File: config.mk
export PLATFORM = sky130hd
export DESIGN_NAME = updi_target_responder
export DESIGN_NICKNAME = d
export VERILOG_FILES = /design/src/rtl/updi_pkg.sv /design/src/rtl/updi_cs_regfile.sv /design/src/rtl/updi_target_responder.sv
export SDC_FILE = /design/constraint.sdc
export NUM_CORES = 1
export LEC_CHECK = 0
export CAP_MARGIN = 20
export CORE_AREA = 4 4 229 119
export CTS_CLUSTER_SIZE = 40
export DETAILED_ROUTE_END_ITERATION = 8
export DIE_AREA = 0 0 233 123
export DONT_BUFFER_PORTS = 1
export GPL_TIMING_DRIVEN = 0
export HOLD_SLACK_MARGIN = 0.02
export PLACE_DENSITY_LB_ADDON = 0.2
export RECOVER_POWER = 25
export SLEW_MARGIN = 10
export SYNTH_ARGS = -nofsm -noshare
export SYNTH_HDL_FRONTEND = slang
export SYNTH_HIERARCHICAL = 1
export SYNTH_SLANG_ARGS = --single-unit
File: constraint.sdc
create_clock -name clk -period 2.6 [get_ports clk]
set_input_delay 0.39 -clock clk [delete_from_list [all_inputs] [get_ports clk]]
set_output_delay 0.39 -clock clk [all_outputs]
set_load 0.02 [all_outputs]
File: src/rtl/updi_pkg.sv
// rtl/updi_pkg.sv - shared UPDI opcode, byte and state definitions
package updi_pkg;

  // Opcode class in bits [7:5] of the instruction byte
  localparam logic [2:0] OP_LDS    = 3'b000;
  localparam logic [2:0] OP_LD     = 3'b001;
  localparam logic [2:0] OP_STS    = 3'b010;
  localparam logic [2:0] OP_ST     = 3'b011;
  localparam logic [2:0] OP_LDCS   = 3'b100;
  localparam logic [2:0] OP_REPEAT = 3'b101;
  localparam logic [2:0] OP_STCS   = 3'b110;
  localparam logic [2:0] OP_KEY    = 3'b111;

  localparam logic [7:0] SYNC_VALUE = 8'h55;
  localparam logic [7:0] ACK_VALUE  = 8'h40;

  localparam logic [3:0] CS_STATUSA = 4'h0;
  localparam logic [3:0] CS_CTRLB   = 4'h3;

  typedef enum logic [3:0] {
    HUNT_SYNC,
    GET_OPCODE,
    GET_ADDR_LO,
    GET_ADDR_HI,
    SEND_CS,
    GET_CS_DATA,
    MEM_READ,
    MEM_WAIT,
    SEND_DATA,
    SEND_ACK_ADDR,
    GET_DATA,
    MEM_WRITE,
    SEND_ACK_DATA
  } resp_state_e;

endpackage

File: src/rtl/updi_cs_regfile.sv
// rtl/updi_cs_regfile.sv - 16x8 control/status registers, address 0 read-only
module updi_cs_regfile
  import updi_pkg::*;
#(
  parameter logic [7:0] STATUSA_VALUE = 8'h30
) (
  input  logic       clk,
  input  logic       rst,
  input  logic       clr,
  input  logic       we,
  input  logic [3:0] waddr,
  input  logic [7:0] wdata,
  input  logic [3:0] raddr,
  output logic [7:0] rdata
);

  logic [7:0] regs_q [16];

  // Register array; break clears everything, entry 0 is never written
  always_ff @(posedge clk) begin
    if (rst || clr) begin
      for (int i = 0; i < 16; i++) regs_q[i] <= '0;
    end else if (we && (waddr != CS_STATUSA)) begin
      regs_q[waddr] <= wdata;
    end
  end

  // Asynchronous read; STATUSA is a fixed revision value
  always_comb begin
    rdata = regs_q[raddr];
    if (raddr == CS_STATUSA) rdata = STATUSA_VALUE;
  end

endmodule

File: src/rtl/updi_target_responder.sv
// rtl/updi_target_responder.sv - UPDI target: parses RX instruction stream, services CS and memory
module updi_target_responder
  import updi_pkg::*;
#(
  parameter logic [7:0] STATUSA_VALUE = 8'h30,
  parameter logic [7:0] ACK_BYTE      = ACK_VALUE
) (
  input  logic        clk,
  input  logic        rst,
  input  logic [7:0]  rx_data,
  input  logic        rx_empty,
  output logic        rx_rd_en,
  output logic [7:0]  tx_data,
  output logic        tx_wr_en,
  input  logic        tx_full,
  input  logic        break_in,
  output logic [15:0] mem_addr,
  output logic [7:0]  mem_wdata,
  output logic        mem_we,
  output logic        mem_re,
  input  logic [7:0]  mem_rdata,
  output logic        busy,
  output logic        proto_error
);

  resp_state_e state_q, state_d;
  logic [15:0] addr_q;
  logic [7:0]  data_q;
  logic [3:0]  cs_addr_q;
  logic        word_q;
  logic        store_q;
  logic [7:0]  cs_rdata;

  logic consuming, sending, pop, push;
  logic op_ld_st, op_ok;
  resp_state_e after_addr;

  assign consuming = (state_q == HUNT_SYNC) || (state_q == GET_OPCODE) ||
                     (state_q == GET_ADDR_LO) || (state_q == GET_ADDR_HI) ||
                     (state_q == GET_CS_DATA) || (state_q == GET_DATA);
  assign sending   = (state_q == SEND_CS) || (state_q == SEND_DATA) ||
                     (state_q == SEND_ACK_ADDR) || (state_q == SEND_ACK_DATA);
  // Break suppresses any pop or push in its cycle
  assign pop  = consuming && !rx_empty && !break_in;
  assign push = sending && !tx_full && !break_in;

  // LDS/STS allow byte or word address and byte data only
  assign op_ld_st = (rx_data[7:5] == OP_LDS) || (rx_data[7:5] == OP_STS);
  assign op_ok    = (rx_data[7:5] == OP_LDCS) || (rx_data[7:5] == OP_STCS) ||
                    (op_ld_st && !rx_data[3] && (rx_data[1:0] == 2'b00));
  assign after_addr = store_q ? SEND_ACK_ADDR : MEM_READ;

  // State register
  always_ff @(posedge clk) begin
    if (rst) state_q <= HUNT_SYNC;
    else     state_q <= state_d;
  end

  // Next-state logic; break wins over every other event
  always_comb begin
    state_d = state_q;
    if (break_in) begin
      state_d = HUNT_SYNC;
    end else begin
      case (state_q)
        HUNT_SYNC:     if (pop && (rx_data == SYNC_VALUE)) state_d = GET_OPCODE;
        GET_OPCODE: begin
          if (pop) begin
            if (!op_ok)                          state_d = HUNT_SYNC;
            else if (rx_data[7:5] == OP_LDCS)    state_d = SEND_CS;
            else if (rx_data[7:5] == OP_STCS)    state_d = GET_CS_DATA;
            else                                 state_d = GET_ADDR_LO;
          end
        end
        GET_ADDR_LO:   if (pop) state_d = word_q ? GET_ADDR_HI : after_addr;
        GET_ADDR_HI:   if (pop) state_d = after_addr;
        SEND_CS:       if (push) state_d = HUNT_SYNC;
        GET_CS_DATA:   if (pop) state_d = HUNT_SYNC;
        MEM_READ:      state_d = MEM_WAIT;
        MEM_WAIT:      state_d = SEND_DATA;
        SEND_DATA:     if (push) state_d = HUNT_SYNC;
        SEND_ACK_ADDR: if (push) state_d = GET_DATA;
        GET_DATA:      if (pop) state_d = MEM_WRITE;
        MEM_WRITE:     state_d = SEND_ACK_DATA;
        SEND_ACK_DATA: if (push) state_d = HUNT_SYNC;
        default:       state_d = HUNT_SYNC;
      endcase
    end
  end

  // Outputs decoded from state, latches and FIFO flags
  always_comb begin
    rx_rd_en    = pop;
    tx_wr_en    = push;
    mem_re      = (state_q == MEM_READ) && !break_in;
    mem_we      = (state_q == MEM_WRITE) && !break_in;
    proto_error = (state_q == GET_OPCODE) && pop && !op_ok;
    busy        = (state_q != HUNT_SYNC);
    case (state_q)
      SEND_CS:                      tx_data = cs_rdata;
      SEND_DATA:                    tx_data = data_q;
      SEND_ACK_ADDR, SEND_ACK_DATA: tx_data = ACK_BYTE;
      default:                      tx_data = 8'h00;
    endcase
  end

  assign mem_addr  = addr_q;
  assign mem_wdata = data_q;

  // Opcode fields, address and data latches
  always_ff @(posedge clk) begin
    if (rst) begin
      addr_q    <= '0;
      data_q    <= '0;
      cs_addr_q <= '0;
      word_q    <= 1'b0;
      store_q   <= 1'b0;
    end else begin
      if (pop && (state_q == GET_OPCODE)) begin
        cs_addr_q <= rx_data[3:0];
        word_q    <= rx_data[2];
        store_q   <= (rx_data[7:5] == OP_STS);
      end
      if (pop && (state_q == GET_ADDR_LO)) addr_q <= {8'h00, rx_data};
      if (pop && (state_q == GET_ADDR_HI)) addr_q[15:8] <= rx_data;
      if ((state_q == MEM_WAIT) && !break_in) data_q <= mem_rdata;
      if (pop && (state_q == GET_DATA)) data_q <= rx_data;
    end
  end

  updi_cs_regfile #(
    .STATUSA_VALUE(STATUSA_VALUE)
  ) u_cs_regfile (
    .clk  (clk),
    .rst  (rst),
    .clr  (break_in),
    .we   (pop && (state_q == GET_CS_DATA)),
    .waddr(cs_addr_q),
    .wdata(rx_data),
    .raddr(cs_addr_q),
    .rdata(cs_rdata)
  );

endmodule

==> results of run 1 <==
-- final cells by class --
type	instances	share of cell area [%]
tap	344	4.80
clock inverter	8	0.600
clock buffer	24	5.75
multi-input combinational	419	36.0
buffer	37	2.97
inverter	6	0.251
timing repair buffer	19	1.62
sequential	154	48.0
-- per-layer routing --
metal	GRT usage (%)	wire, microns
met1	22.6	10700
met2	26.1	10500
met3	2.85	1110
met4	6.75	781
met5	0	0
-- timing repair --
action,4_1_cts,5_1_grt
setup buffers,9,1
resized for setup,84,16
pin swaps,11,7
endpoints found under the setup margin,174,76
-- sequential cells by signal, summed over array words and instances, names as in the netlist --
register / flops
cs_addr_q: 4
mem_addr: 16
mem_wdata: 8
state_q: 4
store_q: 1
u_cs_regfile/regs_q: 121
-- synth_stat cells, drive strengths merged, types with 2 or more instances --
library cell	number
mux2i	19
nand2b	12
clkbuf	22
o32a	2
mux4	21
nor3	14
buf	17
nor3b	6
o211ai	3
nand3	9
and2	120
nor2	55
a22o	3
o21ai	19
a31oi	4
nor2b	5
a21oi	28
nand2	28
nor4b	2
dfxtp	33
mux2	9
a22oi	16
or2	4
inv	6
or3	2
nand3b	4
o22ai	13
nor4	2
edfxtp	121
o21a	2
-- logic make-up after synthesis --
kind of cell    Yosys count  share of synthesized area (%)
buf+inv                  45                           3.10
flops                   154                           57.5
simple gates            270                           20.5
compound gates           98                           8.35
other cells               1                         0.0502
fa+ha+maj                 1                          0.134
mux                      49                           10.4
-- power groups by stage --
stage | registers [mW] | logic, mW | clock network, mW
6_report | 2.76 | 0.169 | 2.38
5_1_grt | 2.76 | 0.182 | 2.54
4_1_cts | 2.76 | 0.168 | 2.43
3_5_place_dp | 2.81 | 0.162 | 0
3_3_place_gp | 2.81 | 0.154 | 0
2_1_floorplan | 2.80 | 0.0942 | 0
-- how the worst max path moves through the flow --
stage / start / end / slack (ns) / depth (start not counted)
global placement: break_in / u_cs_regfile/regs_q[9][5]$_SDFFCE_PN0P_ / -1.19 / 6
global route: state_q[2]$_SDFFE_PP0P_ / u_cs_regfile/regs_q[2][2]$_SDFFCE_PN0P_ / -0.26 / 6
detailed placement: break_in / u_cs_regfile/regs_q[9][6]$_SDFFCE_PN0P_ / -1.05 / 7
floorplan: break_in / u_cs_regfile/regs_q[9][0]$_SDFFCE_PN0P_ / 0.12 / 6
finish: cs_addr_q[1]$_SDFFE_PP0P_ / tx_data[5] / -0.20 / 5
CTS: cs_addr_q[1]$_SDFFE_PP0P_ / tx_data[5] / -0.19 / 5
-- stage by stage --
stage	power (mW)	hold slack (ns)	instances
2_1_floorplan	2.89	0.482	618
3_3_place_gp	2.96	0.534	962
3_5_place_dp	2.97	0.540	971
4_1_cts	5.36	0.0839	1011
5_1_grt	5.49	0.103	1011
6_report	5.30	0.108	1011
==> results.yml, run 1 <==
cells_and_area:
  utilization_pct: 35.8
  syn_to_final_growth_pct: 20.1
  fillers: 2487
  antenna_cells: 0
  final_nets: 675
  drive_gt1_share_pct: 23.2
  final_common_cell: "edfxtp_1"
  final_cell_mix: "121 x edfxtp_1, 113 x and2_1, 45 x nor2_1, 29 x dfxtp_1, 27 x nand2_1"
  multi_input_area_sq_um: 3230
  fin_area_sq_um: 8970
  regArea_sq_um: 4310
floorplanning:
  io_pins: 59
  die-width_microns: 233
  die_h_microns: 123
  die-area_sq_um: 28700
  rows: 41
  start_util_pct: 29.8
  core_sq_um: 25000
logic_synthesis:
  synth_top_cell_area_share_pct: 48.7
  ys_seq_elements: 154
  synth_async_sr_flop_share_pct: 0
  seq_area_frac_synth_pct: 57.5
  syn_area_per_cell_sq_um: 12.1
  synth_nets: 639
  synth_edf_count: 121
  netlist_area_sq_um: 7470
  synth_ff_type: "edfxtp_1"
  yosys.area.top_type: "edfxtp_1"
  synth_cells: 618
  synth_cell_types: 56
  yosysWarningCount: 6
  synth_area_leaders: "edfxtp_1 49%, and2_1 10%, dfxtp_1 8.8%"
pwr:
  seqPwrFrac_pct: 52.0
  power_density_nw_per_um2: 591
  p_int_mw: 4.17
  total_leakage_power_nw: 3.09
  power_frac_comb_pct: 3.2
  clock_power_share_pct: 44.8
  power_switching_mw: 1.13
  ir_worst_vdd_mv: 0.426
  sw_frac_of_total_pct: 21.3
min_path:
  worstHoldPathCells: 2
  hold_end: "mem_addr[4]$_SDFFE_PP0P_"
  hold_class: "in -> reg"
  min-delay-start: "rx_data[4]"
clocking:
  clk_root_buffer_cell: "clkbuf_16"
  numCtsBuffers: 17
  clk_pin_slew_ns: 0.06
  clkSinkCount: 154
  htree_levels: 4
  clockBufferDepth: 2
  clock_latency_ns: 0.42
  cts_hold_buf: 0
  cts_tree: "done"
critical_path:
  endpoint_kind: "primary output"
  crit_chain: "buf_12, mux4_2, mux4_2, a22oi_2, nor2_2"
  crit_type: "reg -> out"
  crit_top_cell: "mux4_2"
  path_buf_inv: 1
  reg2reg_slack_ns: -0.13
  crit_path_max_incr_delay_ns: 0.58
  required_ns: 2.21
  crit_family: "multiplexers"
  cp_max_fo: 9
  cp_slowest_cell: "mux4_2"
  worstSetupStartpointType: "register"
  timing.rr.end: "u_cs_regfile/regs_q[2][2]$_SDFFCE_PN0P_"
  r2r_cells: 6
  arrival_ns: 2.41
  worstReg2RegStart: "state_q[2]$_SDFFE_PP0P_"
route:
  drc: 0
  first_pass_iters: 4
  vias: 5118
  wire_per_inst_microns: 22.8
  vias_per_cell: 5.06
  dr.first_iter.drc_count: 477
  ant_nets: 0
  drt-total-wl_microns: 23100
timing:
  max_freq_mhz: 357
  hold_viol: 0
  tightest_slew_ns: 0.797
  finalMaxSlewViolations: 0
  relSlewSlack_pct: 46.7
  setup_ws_ns: -0.199
  period_needed_ns: 2.80
  rsz0062_at_grt: "yes"
  setup_viol: 16
  fin_skew_ns: 0.00983
  finalCritPeriodShare_pct: 108
  tns_ns: -2.23
place:
  dp.final_hpwl_microns: 16000
  port_buffers: 0
  dp_slack_ns: -1.05
  placed_cell_area_sq_um: 7960
  gp_congestion: 0.930
outcome:
  violations: "setup timing"
  status: "finished with violations"
grt:
  grt_pass1_wl_microns: 33900
  grt_pass1_vias: 5132
  antenna_found_initial: 0
  grt_overflow: 0
  grt_max_degree: 17
  grt_usage_pct: 16.5
run:
  maxCapViolCount: 0
Power figures use the tool's default switching activity.
==> run 2, diff against run 1 <==
--- a/config.mk
+++ b/config.mk
@@ -15,6 +15,7 @@
 export HOLD_SLACK_MARGIN = 0.02
 export PLACE_DENSITY_LB_ADDON = 0.2
 export RECOVER_POWER = 25
+export SKIP_LAST_GASP = 1
 export SLEW_MARGIN = 10
 export SYNTH_ARGS = -nofsm -noshare
 export SYNTH_HDL_FRONTEND = slang
==> run 2 against run 1 <==
The flow still finishes with violations (setup timing). Worst setup slack improved by 0.0093 ns. Final cell count up 0.40%. Critical path type unchanged. Maximum frequency grew 0.33%. Wire length grew 0.72%. Utilization about the same. Largest cell class unchanged. Combinational power is essentially flat. Highest routed layer unchanged. Clock power about the same. Sequential share of layout area about the same.
==> results.yml, run 2 (synthesis results as in run 1) <==
timing:
  period_needed_ns: 2.79
  hold_viol: 0
  setup_ws_ns: -0.190
  relSlewSlack_pct: 43.7
  max_freq_mhz: 358
  rsz0062_at_grt: "yes"
  fin_skew_ns: 0.0107
  setup_viol: 16
  finalMaxSlewViolations: 0
  tightest_slew_ns: 0.843
  finalCritPeriodShare_pct: 107
clocking:
  clockBufferDepth: 2
  clk_root_buffer_cell: "clkbuf_16"
  clock_latency_ns: 0.42
  cts_hold_buf: 0
  htree_levels: 4
  numCtsBuffers: 17
  clkSinkCount: 154
  clk_pin_slew_ns: 0.06
  cts_tree: "done"
cells_and_area:
  fillers: 2492
  largest-register: "u_cs_regfile/regs_q"
  final_cell_mix: "121 x edfxtp_1, 111 x and2_1, 46 x nor2_1, 29 x dfxtp_1, 28 x nand2_1"
  drive_gt1_share_pct: 23.0
  largest_reg_flops: 121
  final_nets: 678
  syn_to_final_growth_pct: 20.1
  final_common_cell: "edfxtp_1"
route:
  drt-total-wl_microns: 23200
  dr.first_iter.drc_count: 489
  ant_nets: 0
  first_pass_iters: 5
  vias: 5121
  drc: 0
  wire_per_inst_microns: 22.9
  vias_per_cell: 5.05
critical_path:
  crit_top_cell: "mux4_2"
  cp_slowest_cell: "mux4_2"
  worstSetupStartpointType: "register"
  cp_max_fo: 4
  worstReg2RegStart: "state_q[2]$_SDFFE_PP0P_"
  crit_type: "reg -> out"
  arrival_ns: 2.40
  crit_path_start: "cs_addr_q[1]$_SDFFE_PP0P_"
  crit_chain: "buf_4, mux4_2, mux4_2, a22oi_2, nor2_2"
  endpoint_kind: "primary output"
  required_ns: 2.21
  crit_path_max_incr_delay_ns: 0.58
place:
  port_buffers: 0
  gp_congestion: 0.930
  dp.final_hpwl_microns: 16000
  dp_slack_ns: -1.05
floorplanning:
  rows: 41
  start_util_pct: 29.8
  core_sq_um: 25000
  io_pins: 59
  die-area_sq_um: 28700
  die-width_microns: 233
  die_h_microns: 123
grt:
  grt_usage_pct: 16.4
  grt_overflow: 0
  grt_pass1_wl_microns: 33900
  grt_max_degree: 17
  antenna_found_initial: 0
  grt_pass1_vias: 5130
pwr:
  power_density_nw_per_um2: 592
  p_total_mw: 5.31
  ir_worst_vdd_mv: 0.447
  total_leakage_power_nw: 3.10
run:
  maxCapViolCount: 0
outcome:
  status: "finished with violations"
  violations: "setup timing"
min_path:
  min-delay-start: "rx_data[4]"
  hold_class: "in -> reg"
run 2: layer usage:
metal / vias to the layer above / track usage [%] / wire, microns
met5: - / 0 / 0
met4: 0 / 5.85 / 599
met3: 31 / 3.02 / 1390
met2: 193 / 26.4 / 10600
met1: 2557 / 22.5 / 10600
li1: 2340 / - / -
run 2: worst paths after layout:
| check | endpoint | slack, ns | cells after the start |
|---|---|---|---|
| max | tx_data[4] | -0.19 | 5 |
| min | mem_addr[4]$_SDFFE_PP0P_ | 0.11 | 2 |
| max reg2reg | u_cs_regfile/regs_q[2][2]$_SDFFCE_PN0P_ | -0.16 | 6 |
| min reg2reg | mem_addr[0]$_SDFFE_PP0P_ | 0.55 | 2 |
run 2: final cells by class:
cell class                      instances  area (sq um)  share of cell area (%)
Antenna cell                            1          2.50                  0.0279
Buffer                                 37           269                    3.00
Clock buffer                           24           515                    5.75
Clock inverter                          8          53.8                   0.600
Inverter                                6          22.5                   0.251
Multi-Input combinational cell        419          3190                    35.6
Sequential cell                       154          4310                    48.0
Tap cell                              344           430                    4.80
Timing Repair Buffer                   22           173                    1.93
run 2: report_power, final:
| part | total (mW) | leakage, nW | switching [mW] | internal, mW |
|---|---|---|---|---|
| sequential | 2.76 | 1.60 | 0.0270 | 2.73 |
| combinational | 0.169 | 1.21 | 0.118 | 0.0514 |
| clock | 2.38 | 0.293 | 0.989 | 1.39 |
| total | 5.31 | 3.10 | 1.13 | 4.17 |
run 2: per-stage QoR:
| step | util, % | hold slack [ns] | instance area [sq um] | TNS, ns | instances |
|---|---|---|---|---|---|
| 6_report | 35.8 | 0.107 | 8960 | -2.38 | 1015 |
| 4_1_cts | 35.5 | 0.0839 | 8880 | -1.28 | 1011 |
| 2_1_floorplan | - | 0.482 | 7470 | 0 | 618 |
| 3_3_place_gp | 31.6 | 0.534 | 7900 | -110.48 | 962 |
| 3_5_place_dp | 31.8 | 0.540 | 7960 | -74.87 | 971 |
| 5_1_grt | 35.8 | 0.104 | 8960 | -6.67 | 1014 |
run 2: timing repair:
action                     4_1_cts  5_1_grt
setup buffers                    9        2
pin swaps                       11       11
gates cloned                     0        2
setup endpoints to repair      174       76
gates resized for setup         74       19
run 2: critical path, delay by kind of cell, from the launching register on:
kind	cells	cell delay [ns]
mux	2	1.11
flops	1	0.37
compound gates	1	0.20
buf+inv	1	0.18
simple gates	1	0.10
